===== config.mk =====
export PLATFORM = sky130hd
export DESIGN_NAME = brick_wall_tracker_flat
export DESIGN_NICKNAME = d
export VERILOG_FILES = /design/src/rtl/brick_wall_tracker_if.sv /design/src/rtl/brick_wall_tracker.sv /design/src/flat_wrapper.sv
export SDC_FILE = /design/constraint.sdc
export NUM_CORES = 1
export LEC_CHECK = 0
export CAP_MARGIN = 20
export CORE_MARGIN = 8
export CORE_UTILIZATION = 50
export CTS_BUF_LIST = sky130_fd_sc_hd__clkbuf_4
export DETAILED_ROUTE_END_ITERATION = 10
export HOLD_SLACK_MARGIN = 0.15
export PLACE_DENSITY_LB_ADDON = 0.08
export SETUP_SLACK_MARGIN = 0.4
export SYNTH_ARGS = -nofsm -noshare
export SYNTH_HDL_FRONTEND = slang
export SYNTH_SLANG_ARGS = --single-unit
export TNS_END_PERCENT = 10

===== constraint.sdc =====
create_clock -name CLK_DRV -period 5.35 [get_ports CLK_DRV]
set_input_delay 0.535 -clock CLK_DRV [delete_from_list [all_inputs] [get_ports CLK_DRV]]
set_output_delay 0.535 -clock CLK_DRV [all_outputs]
set_load 0.05 [all_outputs]

===== src/rtl/brick_wall_tracker_if.sv =====
// Hit/reload inputs and empty-flag/brick-count outputs of the brick wall tracker.
// master drives hits and reloads; slave is the tracker.
interface brick_wall_tracker_if;
  logic       BRICK_HIT;
  logic [2:0] BRICK_ROW;
  logic       PLAYER;
  logic       FPD1;
  logic       FPD2;
  logic       START_GAME1_N;
  logic       D1, G1, K1;
  logic       D2, G2, K2;
  logic [7:0] BRICKS_LEFT1;
  logic [7:0] BRICKS_LEFT2;

  modport master (
    output BRICK_HIT, BRICK_ROW, PLAYER, FPD1, FPD2, START_GAME1_N,
    input  D1, G1, K1, D2, G2, K2, BRICKS_LEFT1, BRICKS_LEFT2
  );

  modport slave (
    input  BRICK_HIT, BRICK_ROW, PLAYER, FPD1, FPD2, START_GAME1_N,
    output D1, G1, K1, D2, G2, K2, BRICKS_LEFT1, BRICKS_LEFT2
  );
endinterface


===== src/rtl/brick_wall_tracker.sv =====
// Per-player brick counters for wall sections D/G/K with registered empty flags.
// Optional hit lockout timer is enabled by defining BRICK_HIT_HOLDOFF_EN.
module brick_wall_tracker #(
  parameter int BRICKS_PER_ROW = 28,
  parameter int D_ROWS         = 2,
  parameter int G_ROWS         = 3,
  parameter int K_ROWS         = 3,
  parameter int HOLDOFF        = 64
) (
  input  logic                  CLK_DRV,
  input  logic                  RESET,
  brick_wall_tracker_if.slave   bus
);

  localparam int D_SIZE   = D_ROWS * BRICKS_PER_ROW;
  localparam int G_SIZE   = G_ROWS * BRICKS_PER_ROW;
  localparam int K_SIZE   = K_ROWS * BRICKS_PER_ROW;
  localparam int DG_MAX   = (D_SIZE > G_SIZE) ? D_SIZE : G_SIZE;
  localparam int MAX_SIZE = (DG_MAX > K_SIZE) ? DG_MAX : K_SIZE;
  localparam int CNT_W    = $clog2(MAX_SIZE + 1);
  localparam int TOTAL    = D_SIZE + G_SIZE + K_SIZE;

  if (TOTAL > 255) begin : g_bad_total
    $error("brick_wall_tracker: total bricks %0d do not fit 8 bits", TOTAL);
  end
  if (D_ROWS + G_ROWS + K_ROWS > 8) begin : g_bad_rows
    $error("brick_wall_tracker: more than 8 rows mapped");
  end
  if (HOLDOFF < 1) begin : g_bad_holdoff
    $error("brick_wall_tracker: HOLDOFF must be at least 1");
  end

  typedef logic [CNT_W-1:0] cnt_t;

  function automatic cnt_t full_size(input int s);
    case (s)
      0:       return cnt_t'(D_SIZE);
      1:       return cnt_t'(G_SIZE);
      default: return cnt_t'(K_SIZE);
    endcase
  endfunction

  cnt_t       cnt     [2][3];
  cnt_t       cnt_nxt [2][3];
  logic       empty   [2][3];
  logic [7:0] left_q  [2];
  logic [7:0] left_nxt[2];
  logic [1:0] fpd_d;
  logic [1:0] reload;
  logic [1:0] hit_sec;
  logic       row_valid;
  logic       hold_open;
  logic       hit_take;

  // Rows beyond the last mapped section belong to no wall and are ignored.
  always_comb begin
    row_valid = 1'b1;
    hit_sec   = 2'd0;
    if (int'(bus.BRICK_ROW) < D_ROWS)
      hit_sec = 2'd0;
    else if (int'(bus.BRICK_ROW) < D_ROWS + G_ROWS)
      hit_sec = 2'd1;
    else if (int'(bus.BRICK_ROW) < D_ROWS + G_ROWS + K_ROWS)
      hit_sec = 2'd2;
    else
      row_valid = 1'b0;
  end

  assign reload[0] = ~bus.START_GAME1_N | (bus.FPD1 & ~fpd_d[0]);
  assign reload[1] = ~bus.START_GAME1_N | (bus.FPD2 & ~fpd_d[1]);
  assign hit_take  = bus.BRICK_HIT & row_valid & hold_open;

`ifdef BRICK_HIT_HOLDOFF_EN
  localparam int TMR_W = $clog2(HOLDOFF + 1);
  logic [TMR_W-1:0] holdoff_tmr;

  assign hold_open = (holdoff_tmr == '0);

  // Dropped hits never reach hit_take, so they cannot restart the lockout.
  always_ff @(posedge CLK_DRV) begin
    if (RESET || (|reload))
      holdoff_tmr <= '0;
    else if (hit_take)
      holdoff_tmr <= TMR_W'(HOLDOFF);
    else if (!hold_open)
      holdoff_tmr <= holdoff_tmr - 1'b1;
  end
`else
  assign hold_open = 1'b1;
`endif

  // Reload wins over a hit on the same wall; an empty section swallows hits.
  always_comb begin
    for (int p = 0; p < 2; p++) begin
      for (int s = 0; s < 3; s++) begin
        cnt_nxt[p][s] = cnt[p][s];
        if (reload[p])
          cnt_nxt[p][s] = full_size(s);
        else if (hit_take && (int'(bus.PLAYER) == p) && (int'(hit_sec) == s) &&
                 (cnt[p][s] != '0))
          cnt_nxt[p][s] = cnt[p][s] - 1'b1;
      end
      left_nxt[p] = 8'(cnt_nxt[p][0]) + 8'(cnt_nxt[p][1]) + 8'(cnt_nxt[p][2]);
    end
  end

  always_ff @(posedge CLK_DRV) begin
    if (RESET) begin
      fpd_d <= 2'b00;
      for (int p = 0; p < 2; p++) begin
        left_q[p] <= 8'(TOTAL);
        for (int s = 0; s < 3; s++) begin
          cnt[p][s]   <= full_size(s);
          empty[p][s] <= 1'b0;
        end
      end
    end else begin
      fpd_d <= {bus.FPD2, bus.FPD1};
      for (int p = 0; p < 2; p++) begin
        left_q[p] <= left_nxt[p];
        for (int s = 0; s < 3; s++) begin
          cnt[p][s]   <= cnt_nxt[p][s];
          empty[p][s] <= (cnt_nxt[p][s] == '0);
        end
      end
    end
  end

  assign bus.D1           = empty[0][0];
  assign bus.G1           = empty[0][1];
  assign bus.K1           = empty[0][2];
  assign bus.D2           = empty[1][0];
  assign bus.G2           = empty[1][1];
  assign bus.K2           = empty[1][2];
  assign bus.BRICKS_LEFT1 = left_q[0];
  assign bus.BRICKS_LEFT2 = left_q[1];

endmodule


===== src/flat_wrapper.sv =====
// flat-port wrapper written by rule: the top's interface ports become plain ports
module brick_wall_tracker_flat 
#(
  parameter int BRICKS_PER_ROW = 28,
  parameter int D_ROWS         = 2,
  parameter int G_ROWS         = 3,
  parameter int K_ROWS         = 3,
  parameter int HOLDOFF        = 64
)
  (CLK_DRV, RESET, bus_BRICK_HIT, bus_BRICK_ROW, bus_PLAYER, bus_FPD1, bus_FPD2, bus_START_GAME1_N, bus_D1, bus_G1, bus_K1, bus_D2, bus_G2, bus_K2, bus_BRICKS_LEFT1, bus_BRICKS_LEFT2);
  brick_wall_tracker_if bus_i ();
  input  logic CLK_DRV;
  input  logic RESET;
  input wire logic [$bits(bus_i.BRICK_HIT)-1:0] bus_BRICK_HIT;
  input wire logic [$bits(bus_i.BRICK_ROW)-1:0] bus_BRICK_ROW;
  input wire logic [$bits(bus_i.PLAYER)-1:0] bus_PLAYER;
  input wire logic [$bits(bus_i.FPD1)-1:0] bus_FPD1;
  input wire logic [$bits(bus_i.FPD2)-1:0] bus_FPD2;
  input wire logic [$bits(bus_i.START_GAME1_N)-1:0] bus_START_GAME1_N;
  output wire logic [$bits(bus_i.D1)-1:0] bus_D1;
  output wire logic [$bits(bus_i.G1)-1:0] bus_G1;
  output wire logic [$bits(bus_i.K1)-1:0] bus_K1;
  output wire logic [$bits(bus_i.D2)-1:0] bus_D2;
  output wire logic [$bits(bus_i.G2)-1:0] bus_G2;
  output wire logic [$bits(bus_i.K2)-1:0] bus_K2;
  output wire logic [$bits(bus_i.BRICKS_LEFT1)-1:0] bus_BRICKS_LEFT1;
  output wire logic [$bits(bus_i.BRICKS_LEFT2)-1:0] bus_BRICKS_LEFT2;
  assign bus_i.BRICK_HIT = bus_BRICK_HIT;
  assign bus_i.BRICK_ROW = bus_BRICK_ROW;
  assign bus_i.PLAYER = bus_PLAYER;
  assign bus_i.FPD1 = bus_FPD1;
  assign bus_i.FPD2 = bus_FPD2;
  assign bus_i.START_GAME1_N = bus_START_GAME1_N;
  assign bus_D1 = bus_i.D1;
  assign bus_G1 = bus_i.G1;
  assign bus_K1 = bus_i.K1;
  assign bus_D2 = bus_i.D2;
  assign bus_G2 = bus_i.G2;
  assign bus_K2 = bus_i.K2;
  assign bus_BRICKS_LEFT1 = bus_i.BRICKS_LEFT1;
  assign bus_BRICKS_LEFT2 = bus_i.BRICKS_LEFT2;
  brick_wall_tracker #(.BRICKS_PER_ROW(BRICKS_PER_ROW), .D_ROWS(D_ROWS), .G_ROWS(G_ROWS), .K_ROWS(K_ROWS), .HOLDOFF(HOLDOFF)) u_core (.CLK_DRV(CLK_DRV), .RESET(RESET), .bus(bus_i));
endmodule

==> results.md <==
* Count of input and output buffers at 31
* Filler instances at just under 800
* Slew Limit Fails at 0
* Layout cell share with drive strength beyond 1 at around a tenth
* Half-perimeter wire length after detailed placement at between 7000 and 8000 um
* Die area at 11,400 um^2
* Critical Path Start Type: input pin
* Cell count after synthesis at 465
* Final wirelength at roughly 9400 um
* Vias at 3,341
* Number of antenna violations at the first check in global routing at 0
* Overall die width at 107 um
* Residual DRC count at 0
* DRC marker count from the first detailed-route iteration at between 150 and 200
* Proportion of synthesized chip area in sequential cells at between 30% and 40%
* Worst min path class: flop to flop
* Worst-Margin Slew at just over 0.7 ns
* Number of flops mapped to enable cells by yosys at 0
* Data required time of the worst path at approximately 5.7 ns
* Max incr delay on CP at ~0.76 ns
* Slowest cell on the critical path: clkdlybuf4s50_1
* Maximum clock insertion buffer count at 2
* Cell type contributing the most total cell area after synthesis: dfxtp_1
* Area Growth Syn to Fin at 13.3%
* Max-cap viol count at 0
* Worst path top cell family by delay: compound AO/OA/AOI/OAI gates
* Min cycle time layout at roughly 4.5 ns
* Die Span Y at around 110 um
* Rows at 33
* Most frequent cells in the layout: 66 x dfxtp_1, 60 x nor2_1, 41 x nand2_1
* Pin count of the biggest net entering global routing at 43
* Global-route wire length before repair at 16,100 um
* Global route total overflow at 0
* Wire length per cell at 15.6 um
* Clock insertion delay at the later pin of the skew report at roughly 0.42 ns
* Average cell area after synthesis at around 8.9 um^2
* Most frequent standard cell in the layout excluding fill and tap cells: dfxtp_1
* Power density of the placed cells at between 200 and 250 nW/um^2
* Post-synth top flop: dfxtp_1
* Reg clk slew, reported paths at ~0.11 ns
* CTS sink cnt at 66
* Number of clock buffers inserted by TritonCTS at 9
* Routability-driven placement congestion ratio at approximately 0.86
* Effective utilization at floorplan at ~51%
* Register bit total from synthesis at 66
* Via count of the first global-routing pass at around 3.4k
* Number of iterations in the first detailed-routing pass at 4
* TritonCTS clock tree: yes
* Final Non-Filler Cells at roughly 610
* Ratio of routed vias to standard cells at around 5.5
* Resized cells post-CTS at 0
* Antenna diode instance count at 0
* Post-synth cell types at 72
* Count of synthesis-stage warnings from yosys at 0
* Number of top-level pins at 32
* Core region area at roughly 8100 um^2
* Sequence of cells on the critical path: clkdlybuf4s50_1 -> o211ai_1 -> a211oi_2 -> nor2_1 -> a211oi_2 -> xor2_1 -> ha_1 -> ha_1 -> inv_1 -> fa_1 -> nor2b_1 -> o21ai_0 -> a21boi_0 -> o21ai_0 -> nand3_1 -> or3b_2
* Net count after synthesis at between 500 and 600
* Setup clock skew after layout at ~0.018 ns
* Antenna viol nets, final at 0
* Number of buffers inserted for hold repair after clock tree synthesis at 0
* Count of final setup violators at 0
* Setup repair after global routing missed its margin: false
* Placed Cells at around 600
* Critical-path maximum fanout at 10
* Worst Path Arrival at between 4 and 5 ns
* Setup CP Type: input pin to flop
* Most area-consuming cells after synthesis: dfxtp_1 32%, ha_1 7.9%, fa_1 6.8%
* Net count, final at approximately 550
* Utilization of the core after routing at between 50% and 60%
* Max-slew headroom at 52.5%
* Endpoints failing hold at 0
* Count of H-tree levels built during CTS at 3
* Peak clock frequency supported by timing at roughly 0.22 GHz
* Peak supply drop at roughly 140 uV
* Clock tree root buffer cell: clkbuf_4
* Proportion of netlist area held by the largest area contributor at ~32%
* Worst path bufs/invs at 2
* Lkg Pwr at approximately 1.7 nW
* Total power consumption of the routed design at 0.986 mW
* Share of async-settable or async-resettable flops after synthesis at 0%
* Endpoint kind of the worst setup timing path: flop
* Final Cycle Share at 83.6%
* Setup Fix Bufs, Post-CTS at 0
* Run status: finished, final reports clean
* Final sum of negative setup slack at 0 ns
* Tot GR Track Use at between 10% and 20%
* Post-Synthesis Cell Area at between 4000 and 5000 um^2
cells in the mapped netlist (all sizes together) (8+ instances only):
library cell	instances
ha	26
nand3	13
nand2	41
inv	37
a21oi	17
fa	14
dfxtp	66
xor2	12
clkbuf	8
nor4	11
nand2b	8
xnor2	15
nor2	60
and2	11
nor2b	11
o21ai	10
a31oi	8
nor3	16
flip-flops by register name, indices dropped and copies added, names as in the netlist:
register,cells
u_core.cnt,42
u_core.fpd_d,2
u_core.empty,6
u_core.left_q,16
layer usage:
metal / vias to the layer above / global-route usage [%] / wire (um)
met5: - / 0 / 0
met4: 0 / 8.54 / 226
met3: 18 / 2.88 / 274
met2: 62 / 31.1 / 4780
met1: 1603 / 19.9 / 4170
li1: 1658 / - / -
kinds of logic (layout without fill, tap and decap cells):
| family | Yosys count | after routing | synth area share [%] |
|---|---|---|---|
| muxes | 9 | 9 | 2.28 |
| buffers and inverters | 49 | 85 | 4.80 |
| and+or+nand+nor | 208 | 208 | 27.5 |
| DFF | 66 | 66 | 32.1 |
| AOI/OAI and AO/OA | 66 | 66 | 12.9 |
| xor gates and xnor gates | 27 | 27 | 5.74 |
| adders and majority gates | 40 | 40 | 14.7 |
tightest hold or removal path: cells and delay by family, from the launching register on:
kind | cells | cell delay [ns]
flops | 1 | 0.37
mux | 1 | 0.10
simple gates | 1 | 0.06
stage by stage:
step	hold slack (ns)	instance area [um^2]	worst slack, ns
floorplan	0.476	4120	1.45
global placement	0.513	4510	0.546
detailed placement	0.519	4510	0.485
CTS	0.554	4670	0.916
global route	0.594	4670	0.526
finish	0.551	4670	0.875
report_power, final:
part           internal, mW  total (mW)  switching (mW)
sequential            0.497       0.500         0.00297
combinational        0.0373       0.105          0.0678
clock                 0.192       0.381           0.189
total                 0.727       0.986           0.260
final cells by class:
type | count | area (um^2) | area share (%)
Clock buffer | 10 | 75.1 | 1.61
Inverter | 37 | 139 | 2.98
Timing Repair Buffer | 32 | 318 | 6.81
Clock inverter | 6 | 81.3 | 1.74
Multi-Input combinational cell | 350 | 2600 | 55.7
Tap cell | 105 | 131 | 2.82
Sequential cell | 66 | 1320 | 28.3
final timing paths:
kind	start	to	slack, ns	cells after the start
max	bus_BRICK_ROW[1]	u_core.left_q[0][15]$_SDFF_PP1_	0.87	16
min	u_core.cnt[1][6]$_SDFF_PP1_	u_core.cnt[1][6]$_SDFF_PP1_	0.55	2
max reg2reg	u_core.cnt[0][7]$_SDFF_PP0_	u_core.left_q[0][7]$_SDFF_PP1_	1.07	17
min reg2reg	u_core.cnt[1][6]$_SDFF_PP1_	u_core.cnt[1][6]$_SDFF_PP1_	0.55	2
Note: power is estimated with default switching activity, not from simulation.
